**config.mk**
```make
export PLATFORM = sky130hd
export DESIGN_NAME = uart_tx_top
export DESIGN_NICKNAME = d
export VERILOG_FILES = /design/src/rtl/uart_tx_top_pkg.sv /design/src/rtl/uart_tx_fsm.sv /design/src/rtl/uart_tx_top.sv
export SDC_FILE = /design/constraint.sdc
export NUM_CORES = 1
export LEC_CHECK = 0
export BUFFER_PORTS_ARGS = -buffer_cell sky130_fd_sc_hd__buf_4
export CAP_MARGIN = 30
export CORE_MARGIN = 3
export CORE_UTILIZATION = 40
export DETAILED_ROUTE_END_ITERATION = 10
export SETUP_SLACK_MARGIN = 0.1
export SYNTH_ARGS = -nofsm -noshare
export SYNTH_HDL_FRONTEND = slang
export SYNTH_SLANG_ARGS = --single-unit
```
**constraint.sdc**
```tcl
create_clock -name clk -period 1.85 [get_ports clk]
set_clock_uncertainty 0.2 [all_clocks]
set_input_delay 0.37 -clock clk [delete_from_list [all_inputs] [get_ports clk]]
set_output_delay 0.37 -clock clk [all_outputs]
set_load 0.005 [all_outputs]
```
**src/rtl/uart_tx_top_pkg.sv**
```systemverilog
// Shared definitions for the UART transmitter: FSM states, output-mux selects
// and serial line levels.
package uart_tx_top_pkg;

   localparam int unsigned MUX_SEL_W = 3;

   typedef enum logic [2:0] {
      ST_IDLE   = 3'd0,
      ST_START  = 3'd1,
      ST_DATA   = 3'd2,
      ST_PARITY = 3'd3,
      ST_STOP   = 3'd4
   } state_t;

   localparam logic [MUX_SEL_W-1:0] SEL_IDLE   = 3'd0;
   localparam logic [MUX_SEL_W-1:0] SEL_START  = 3'd1;
   localparam logic [MUX_SEL_W-1:0] SEL_DATA   = 3'd2;
   localparam logic [MUX_SEL_W-1:0] SEL_PARITY = 3'd3;
   localparam logic [MUX_SEL_W-1:0] SEL_STOP   = 3'd4;

   localparam logic START_BIT = 1'b0;
   localparam logic STOP_BIT  = 1'b1;
   localparam logic IDLE_LVL  = 1'b1;

endpackage

```
**src/rtl/uart_tx_fsm.sv**
```systemverilog
// Frame sequencer: state register and data-bit counter. Select, load and shift
// are produced for the state being entered so the top can register the line.
module uart_tx_fsm
   import uart_tx_top_pkg::*;
#(
   parameter int unsigned dataWidth    = 8,
   parameter int unsigned counterWidth = 3,
   parameter int unsigned muxSelWidth  = 3
) (
   input  logic                   clk,
   input  logic                   rst,
   input  logic                   i_valid,
   input  logic                   i_par_en,
   output logic [muxSelWidth-1:0] o_sel_c,
   output logic                   o_load_c,
   output logic                   o_shift_c,
   output logic                   o_busy
);

   localparam logic [counterWidth-1:0] LAST_BIT = counterWidth'(dataWidth - 1);

   state_t                  r_state;
   state_t                  w_state_nxt;
   logic [counterWidth-1:0] r_cnt;
   logic [counterWidth-1:0] w_cnt_nxt;
   logic                    w_busy_nxt;

   always_ff @(posedge clk or negedge rst) begin
      if (!rst) begin
         r_state <= ST_IDLE;
         r_cnt   <= '0;
         o_busy  <= 1'b0;
      end else begin
         r_state <= w_state_nxt;
         r_cnt   <= w_cnt_nxt;
         o_busy  <= w_busy_nxt;
      end
   end

   // Decode the next state and the line source it will present.
   always_comb begin
      w_state_nxt = r_state;
      w_cnt_nxt   = r_cnt;
      w_busy_nxt  = 1'b0;
      o_sel_c     = muxSelWidth'(SEL_IDLE);
      o_load_c    = 1'b0;
      o_shift_c   = 1'b0;
      unique case (r_state)
         ST_IDLE: begin
            w_cnt_nxt = '0;
            if (i_valid) begin
               w_state_nxt = ST_START;
               w_busy_nxt  = 1'b1;
               o_sel_c     = muxSelWidth'(SEL_START);
               o_load_c    = 1'b1;
            end
         end
         ST_START: begin
            w_state_nxt = ST_DATA;
            w_cnt_nxt   = '0;
            w_busy_nxt  = 1'b1;
            o_sel_c     = muxSelWidth'(SEL_DATA);
            o_shift_c   = 1'b1;
         end
         ST_DATA: begin
            w_busy_nxt = 1'b1;
            if (r_cnt == LAST_BIT) begin
               if (i_par_en) begin
                  w_state_nxt = ST_PARITY;
                  o_sel_c     = muxSelWidth'(SEL_PARITY);
               end else begin
                  w_state_nxt = ST_STOP;
                  o_sel_c     = muxSelWidth'(SEL_STOP);
               end
            end else begin
               w_cnt_nxt = r_cnt + counterWidth'(1);
               o_sel_c   = muxSelWidth'(SEL_DATA);
               o_shift_c = 1'b1;
            end
         end
         ST_PARITY: begin
            w_state_nxt = ST_STOP;
            w_busy_nxt  = 1'b1;
            o_sel_c     = muxSelWidth'(SEL_STOP);
         end
         ST_STOP: begin
            w_state_nxt = ST_IDLE;
         end
         default: begin
            w_state_nxt = ST_IDLE;
         end
      endcase
   end

endmodule

```
**src/rtl/uart_tx_top.sv**
```systemverilog
// UART transmitter: one bit per clock, start / data LSB-first / optional
// parity / stop. Holds the frame word, parity bit and the registered line.
module uart_tx_top
   import uart_tx_top_pkg::*;
#(
   parameter int unsigned dataWidth    = 8,
   parameter int unsigned counterWidth = 3,
   parameter int unsigned muxSelWidth  = 3
) (
   input  logic                 clk,
   input  logic                 rst,
   input  logic [dataWidth-1:0] p_data,
   input  logic                 data_valid,
   input  logic                 par_en,
   input  logic                 par_type,
   output logic                 tx_out,
   output logic                 busy
);

   logic [dataWidth-1:0]   r_data;
   logic                   r_par;
   logic                   r_par_en;
   logic [muxSelWidth-1:0] w_sel;
   logic                   w_load;
   logic                   w_shift;
   logic                   w_tx_nxt;

   uart_tx_fsm #(
      .dataWidth    (dataWidth),
      .counterWidth (counterWidth),
      .muxSelWidth  (muxSelWidth)
   ) u_fsm (
      .clk       (clk),
      .rst       (rst),
      .i_valid   (data_valid),
      .i_par_en  (r_par_en),
      .o_sel_c   (w_sel),
      .o_load_c  (w_load),
      .o_shift_c (w_shift),
      .o_busy    (busy)
   );

   // Frame word is captured on acceptance and shifted right as bits go out.
   always_ff @(posedge clk or negedge rst) begin
      if (!rst) begin
         r_data   <= '0;
         r_par    <= 1'b0;
         r_par_en <= 1'b0;
      end else if (w_load) begin
         r_data   <= p_data;
         r_par    <= (^p_data) ^ par_type;
         r_par_en <= par_en;
      end else if (w_shift) begin
         r_data   <= r_data >> 1;
      end
   end

   always_comb begin
      w_tx_nxt = IDLE_LVL;
      case (w_sel)
         muxSelWidth'(SEL_START):  w_tx_nxt = START_BIT;
         muxSelWidth'(SEL_DATA):   w_tx_nxt = r_data[0];
         muxSelWidth'(SEL_PARITY): w_tx_nxt = r_par;
         muxSelWidth'(SEL_STOP):   w_tx_nxt = STOP_BIT;
         default:                  w_tx_nxt = IDLE_LVL;
      endcase
   end

   always_ff @(posedge clk or negedge rst) begin
      if (!rst) begin
         tx_out <= IDLE_LVL;
      end else begin
         tx_out <= w_tx_nxt;
      end
   end

endmodule

```
======== Word-level counts from Yosys, hierarchy flattened ========
Index checks and enable logic that the tools add are counted.
word-level totals
  bits in registers ....................... 18
  bits in latches ......................... 0
  RAM bits ................................ 0
  ROM bits ................................ 0
  input bits .............................. 13
  word-level logic and storage cells ...... 44
  memories kept ........................... 0
cells by class
  add/sub/neg operators ................... 1
  multipliers ............................. 0
  div/mod/pow operators ................... 0
  $lt $le $gt $ge ......................... 0
  eq/ne operators ......................... 10
  shifts and indexed selects .............. 0
  multiplexer cells ....................... 17
  bitwise operators ....................... 1
  reductions and logical operators ........ 8
operator list
  operator             count
  $pmux 3 s4           2
  $mux 8               2
  $mux 3               5
  $eq 3x2->1 const B   4
  $reduce_xor 8->1     1
  $eq 3x1->1 const B   2
  $pmux 3 s2           1
  $mux 1               4
  $ne 2x2->1 const B   2
  $pmux 1 s2           2
  $reduce_and 2->1     2
  $reduce_bool 2->1    2
  $add 3x1->3 const B  1
  $eq 3x3->1 const B   1
  $logic_not 3->1      1
  $pmux 1 s3           1
  $reduce_or 3->1      1
  $ne 2x1->1 const B   1
  $reduce_or 2->1      1
  $xor 1x1->1          1

======== Longest topological paths before layout ========
  depth after elaboration ................. 5
  depth in mapped cells ................... 8
  depth with buffers taken out ............ 6

======== Cells and area by module ========
Synthesis repeated with hierarchy kept, for this count alone.
unflattened totals
  cell total of the unflattened synthesis .. 87
  area, all modules ....................... 963.4 sq um
modules (own cells, without submodules)
  module       instances  cells an instance  area an instance (sq um)  sequential area each (sq um)
  uart_tx_top  1          50                 561.8                     276.5
  uart_tx_fsm  1          37                 401.6                     175.2

======== Least setup slack after synthesis ========
No wires, ideal clock.
  kind .................................... reg-to-reg
  start ................................... register u_fsm.r_cnt[0]
  end ..................................... register r_data[2]
  setup time .............................. 73 ps
  arrival time ............................ 1730 ps
  setup slack ............................. -153 ps
  stages on the path, launching flop included .. 9
  path buffers ............................ 2
  clock period less this slack ............ 2003 ps
  cells stage by stage .................... dfrtp_1 > ha_1 > ha_1 > or2_1 > buf_6 > a211oi_4 > buf_6 > nor2_1 > a21oi_2
between the ends
  longest elaborated chain between the ends .. 4
RTL lines
  what                         line               text
  start: declaration           uart_tx_fsm.sv:24  logic [counterWidth-1:0] r_cnt;
  start signal: assignment     uart_tx_fsm.sv:35  r_cnt <= w_cnt_nxt;
  $eq 3x3->1                   uart_tx_fsm.sv:67  if (r_cnt == LAST_BIT) begin
  $mux 1                       uart_tx_fsm.sv:67
  $pmux 1 s2                   uart_tx_fsm.sv:48  unique case (r_state)
  $reduce_bool 2->1 (no line)  --
  end signal: assignment       uart_tx_top.sv:50  r_data <= p_data;
  end signal: assignment       uart_tx_top.sv:54  r_data <= r_data >> 1;
  end: declaration             uart_tx_top.sv:20  logic [dataWidth-1:0] r_data;
Every way passes these cells.
A chain may end at the register's enable or synchronous reset.

======== Final worst setup path ========
  start ................................... register u_fsm.r_cnt[1]
  end ..................................... register r_data[1]
The elaborated chain is that of the path after synthesis.

==> results.yml <==
timing:
  fmax_mhz: 544
  fin_crit_sh_pct: 99.3
  grt_setup_unrepaired: "true"
  setup_viol: 0
  timing.slew.headroom_pct: 79.4
  tightest_slew_ps: 309
  fin_crit_ps: 1840
  drv_slew: 0
  hold_violations: 0
synth:
  yosys.cell_count.top_type: "dfrtp_1"
  synth-simple-area-share_pct: 14.4
  avgSynthCellArea_um2: 10.8
  synthTopCellsByArea: "dfrtp_1, mux2i_1, xnor2_1"
  ys_async_sr_fraction_pct: 100
  synth.area.mux_share_pct: 8.62
  synth_top_family_by_area: "compound AO/OA/AOI/OAI gates"
  synth_edf_count: 0
  synthesis.area_um2: 958
  yosys.area.top_type_share_pct: 44.4
  synth.largest_area_cell: "dfrtp_1"
  synthAdderAreaFrac_pct: 2.61
  synth-seq-area-share_pct: 47.1
  synth-seq-cells: 18
  syn_nets: 104
  synth_ff_type: "dfrtp_1"
  synth-xor-area-share_pct: 7.83
  ys_types: 28
  ys_warn_count: 0
  yosys-top-cells-count: "dfrtp_1, nor2_1, a21oi_1"
  synth_compound_area_share_pct: 14.9
  synthCells: 89
critical_path:
  worstSetupStartpointType: "flop"
  path_cells: "ha_2, ha_4, or2_4, a211oi_4, buf_12, nor2_1, a21oi_1"
  rr_worst_depth: 7
  crit-reg2reg-launch: "u_fsm.r_cnt[1]"
  reg2reg_slack_ps: 10
  path_buf_inv: 1
  path_delay_family: "flip-flops"
  r2r_end: "r_data[1]"
  cp.required_ps: 1880
  arrival_ps: 1870
  critPathSlowestCell: "dfrtp_1"
  worst_setup_path_end_kind: "flop"
  crit_type: "reg2reg"
  max_stage_delay_ps: 400
  critPathMaxFanout: 15
worst_hold_path:
  min_path_type: "in2reg"
  hold_path.startpoint: "p_data[7]"
  whs_path_depth: 3
  holdPathEnd: "r_data[7]"
global_route:
  grt_pass1_wl_mm: 3.04
  grt_antenna_before_repair: 0
  grt_usage_pct: 14.6
  overflow: 0
  grt_pass1_vias: 710
  grt_max_degree: 19
cells_and_area:
  area_delta_synth_final_pct: 36.9
  drive_gt1_share_pct: 42.0
  final_util_pct: 58.8
  nets: 135
  fillCellCount: 207
  n_antenna_cell: 0
detailed_routing:
  dr.pass1.iters: 3
  post-route-drc-count: 0
  drtAntennaViolNets: 0
  via_per_inst: 5.03
  drt-total-wl_mm: 1.90
  via_count: 739
  first_iter_violations: 6
  wire_per_inst_um: 12.9
clocking:
  cts_tree: "done"
  cts_buffer_depth: 2
  numCtsBuffers: 3
  cts-root-buf: "clkbuf_4"
  clk_pin_slew_ps: 110
  ctsHtreeMaxLevel: 1
  clock_latency_ps: 290
  clock_sinks: 18
pwr:
  p_sw_mw: 0.673
  combPwrFrac_pct: 49.2
  switching_share_pct: 35.7
  p_seq_share_pct: 37.6
  p_leak_nw: 0.577
  ir_worst_vdd_uv: 659
  p_int_mw: 1.21
  clkPwrFrac_pct: 13.2
  pwr_density_cell_nw_per_um2: 1440
  total_power_mw: 1.89
floorplan:
  coreArea_um2: 2230
  die_w_um: 55.0
  rows: 17
  die_area_um2: 3020
  start_util_pct: 42.9
  pin_count: 15
  die_h_um: 55.0
placement:
  port_buffers: 14
  routabilityCongestion: 0.726
  dpl.hpwl_mm: 1.36
run_status:
  status: "completed"
run:
  maxCapViolations: 0
[cells by family (layout without fill, tap and decap cells)]
| family | Yosys count | after routing |
|---|---|---|
| compound gates | 20 | 20 |
| xor+xnor | 7 | 7 |
| fa+ha+maj | 2 | 2 |
| buf+inv | 7 | 37 |
| flops | 18 | 18 |
| mux | 8 | 8 |
| simple gates | 27 | 27 |
[stage by stage]
stage                     cell area, um^2  setup TNS [ps]  setup slack (ps)  hold WS [ps]  instances
after detailed placement             1160               0              9.81          55.9        135
after global routing                 1310            -482             -94.9          89.2        147
after CTS                            1230           -12.7             -4.97          74.2        141
after global placement               1160               0              10.7          55.6        135
final                                1310               0              13.1          87.2        147
after floorplan                       973            -442             -70.4          -126         89
[cell type report]
class | instances | area [um^2] | share of cell area (%)
multi-input cells | 64 | 529 | 40.3
clock buffers | 4 | 36.3 | 2.76
repair buffers | 31 | 251 | 19.2
flip-flops and latches | 18 | 453 | 34.5
well taps | 28 | 35.0 | 2.67
inverters | 2 | 7.51 | 0.572
[layout by cell type (no fill, tap or decap), types with 2 or more instances in the layout]
master | Yosys | final
a22o_1 | 3 | 3
dfrtp_1 | 17 | 16
nor2b_1 | 2 | 2
a21oi_2 | 2 | 2
nor2_1 | 10 | 9
clkbuf_4 | 0 | 3
nand2b_1 | 5 | 5
xnor2_1 | 5 | 5
a21oi_1 | 8 | 8
nor3_1 | 3 | 2
nand2_1 | 4 | 4
buf_4 | 0 | 28
inv_1 | 2 | 2
mux2i_1 | 6 | 6
a211oi_4 | 1 | 2
o21ai_0 | 3 | 3
mux2_2 | 2 | 2
[worst reg2reg max path, delay by kind of cell (launching register included)]
family                   cells  cell delay (ps)
flip-flops                   1              400
buffers and inverters        1              180
AND/OR/NAND/NOR              2              280
adder cells (fa/ha/maj)      2              360
AO/OA/AOI/OAI                2              350
[flip-flops by register name (all words and copies together) (netlist names)]
register / flops
u_fsm.r_state: 3
r_par: 1
r_par_en: 1
u_fsm.o_busy: 1
tx_out: 1
u_fsm.r_cnt: 3
r_data: 8
[power groups by stage]
stage / clock network, mW / registers, mW / logic, mW
finish: 0.249 / 0.710 / 0.928
global route: 0.278 / 0.735 / 1.03
CTS: 0.262 / 0.698 / 0.867
detailed placement: 0 / 0.695 / 0.826
global placement: 0 / 0.694 / 0.801
floorplan: 0 / 0.661 / 0.585
[layer usage]
| layer | part of all wire [%] | vias to the layer above | GRT usage [%] |
|---|---|---|---|
| li1 | - | 363 | - |
| met2 | 51 | 14 | 25.4 |
| met3 | 4.6 | 2 | 2.41 |
| met4 | 0.74 | 0 | 7.29 |
| met1 | 44 | 360 | 17.3 |
| met5 | 0 | - | 0 |
[worst max-delay path by stage]
stage	start	cells after the start	to
5_1_grt	u_fsm.r_cnt[1]	7	r_data[5]
6_report	u_fsm.r_cnt[1]	7	r_data[1]
2_1_floorplan	u_fsm.r_cnt[0]	8	r_data[2]
3_5_place_dp	u_fsm.r_cnt[1]	7	r_data[6]
4_1_cts	u_fsm.r_cnt[1]	7	r_data[6]
3_3_place_gp	u_fsm.r_cnt[1]	7	r_data[5]
[what timing repair did]
action | 4_1_cts | 5_1_grt
hold buffers | 1 | 0
pin swaps | 0 | 3
hold endpoints to repair | 18 | 0
buffers inserted | 0 | 6
setup endpoints to repair | 13 | 13
gates cloned | 1 | 0
gates resized for setup | 4 | 6
No activity file was read; power rests on OpenSTA's default activity.
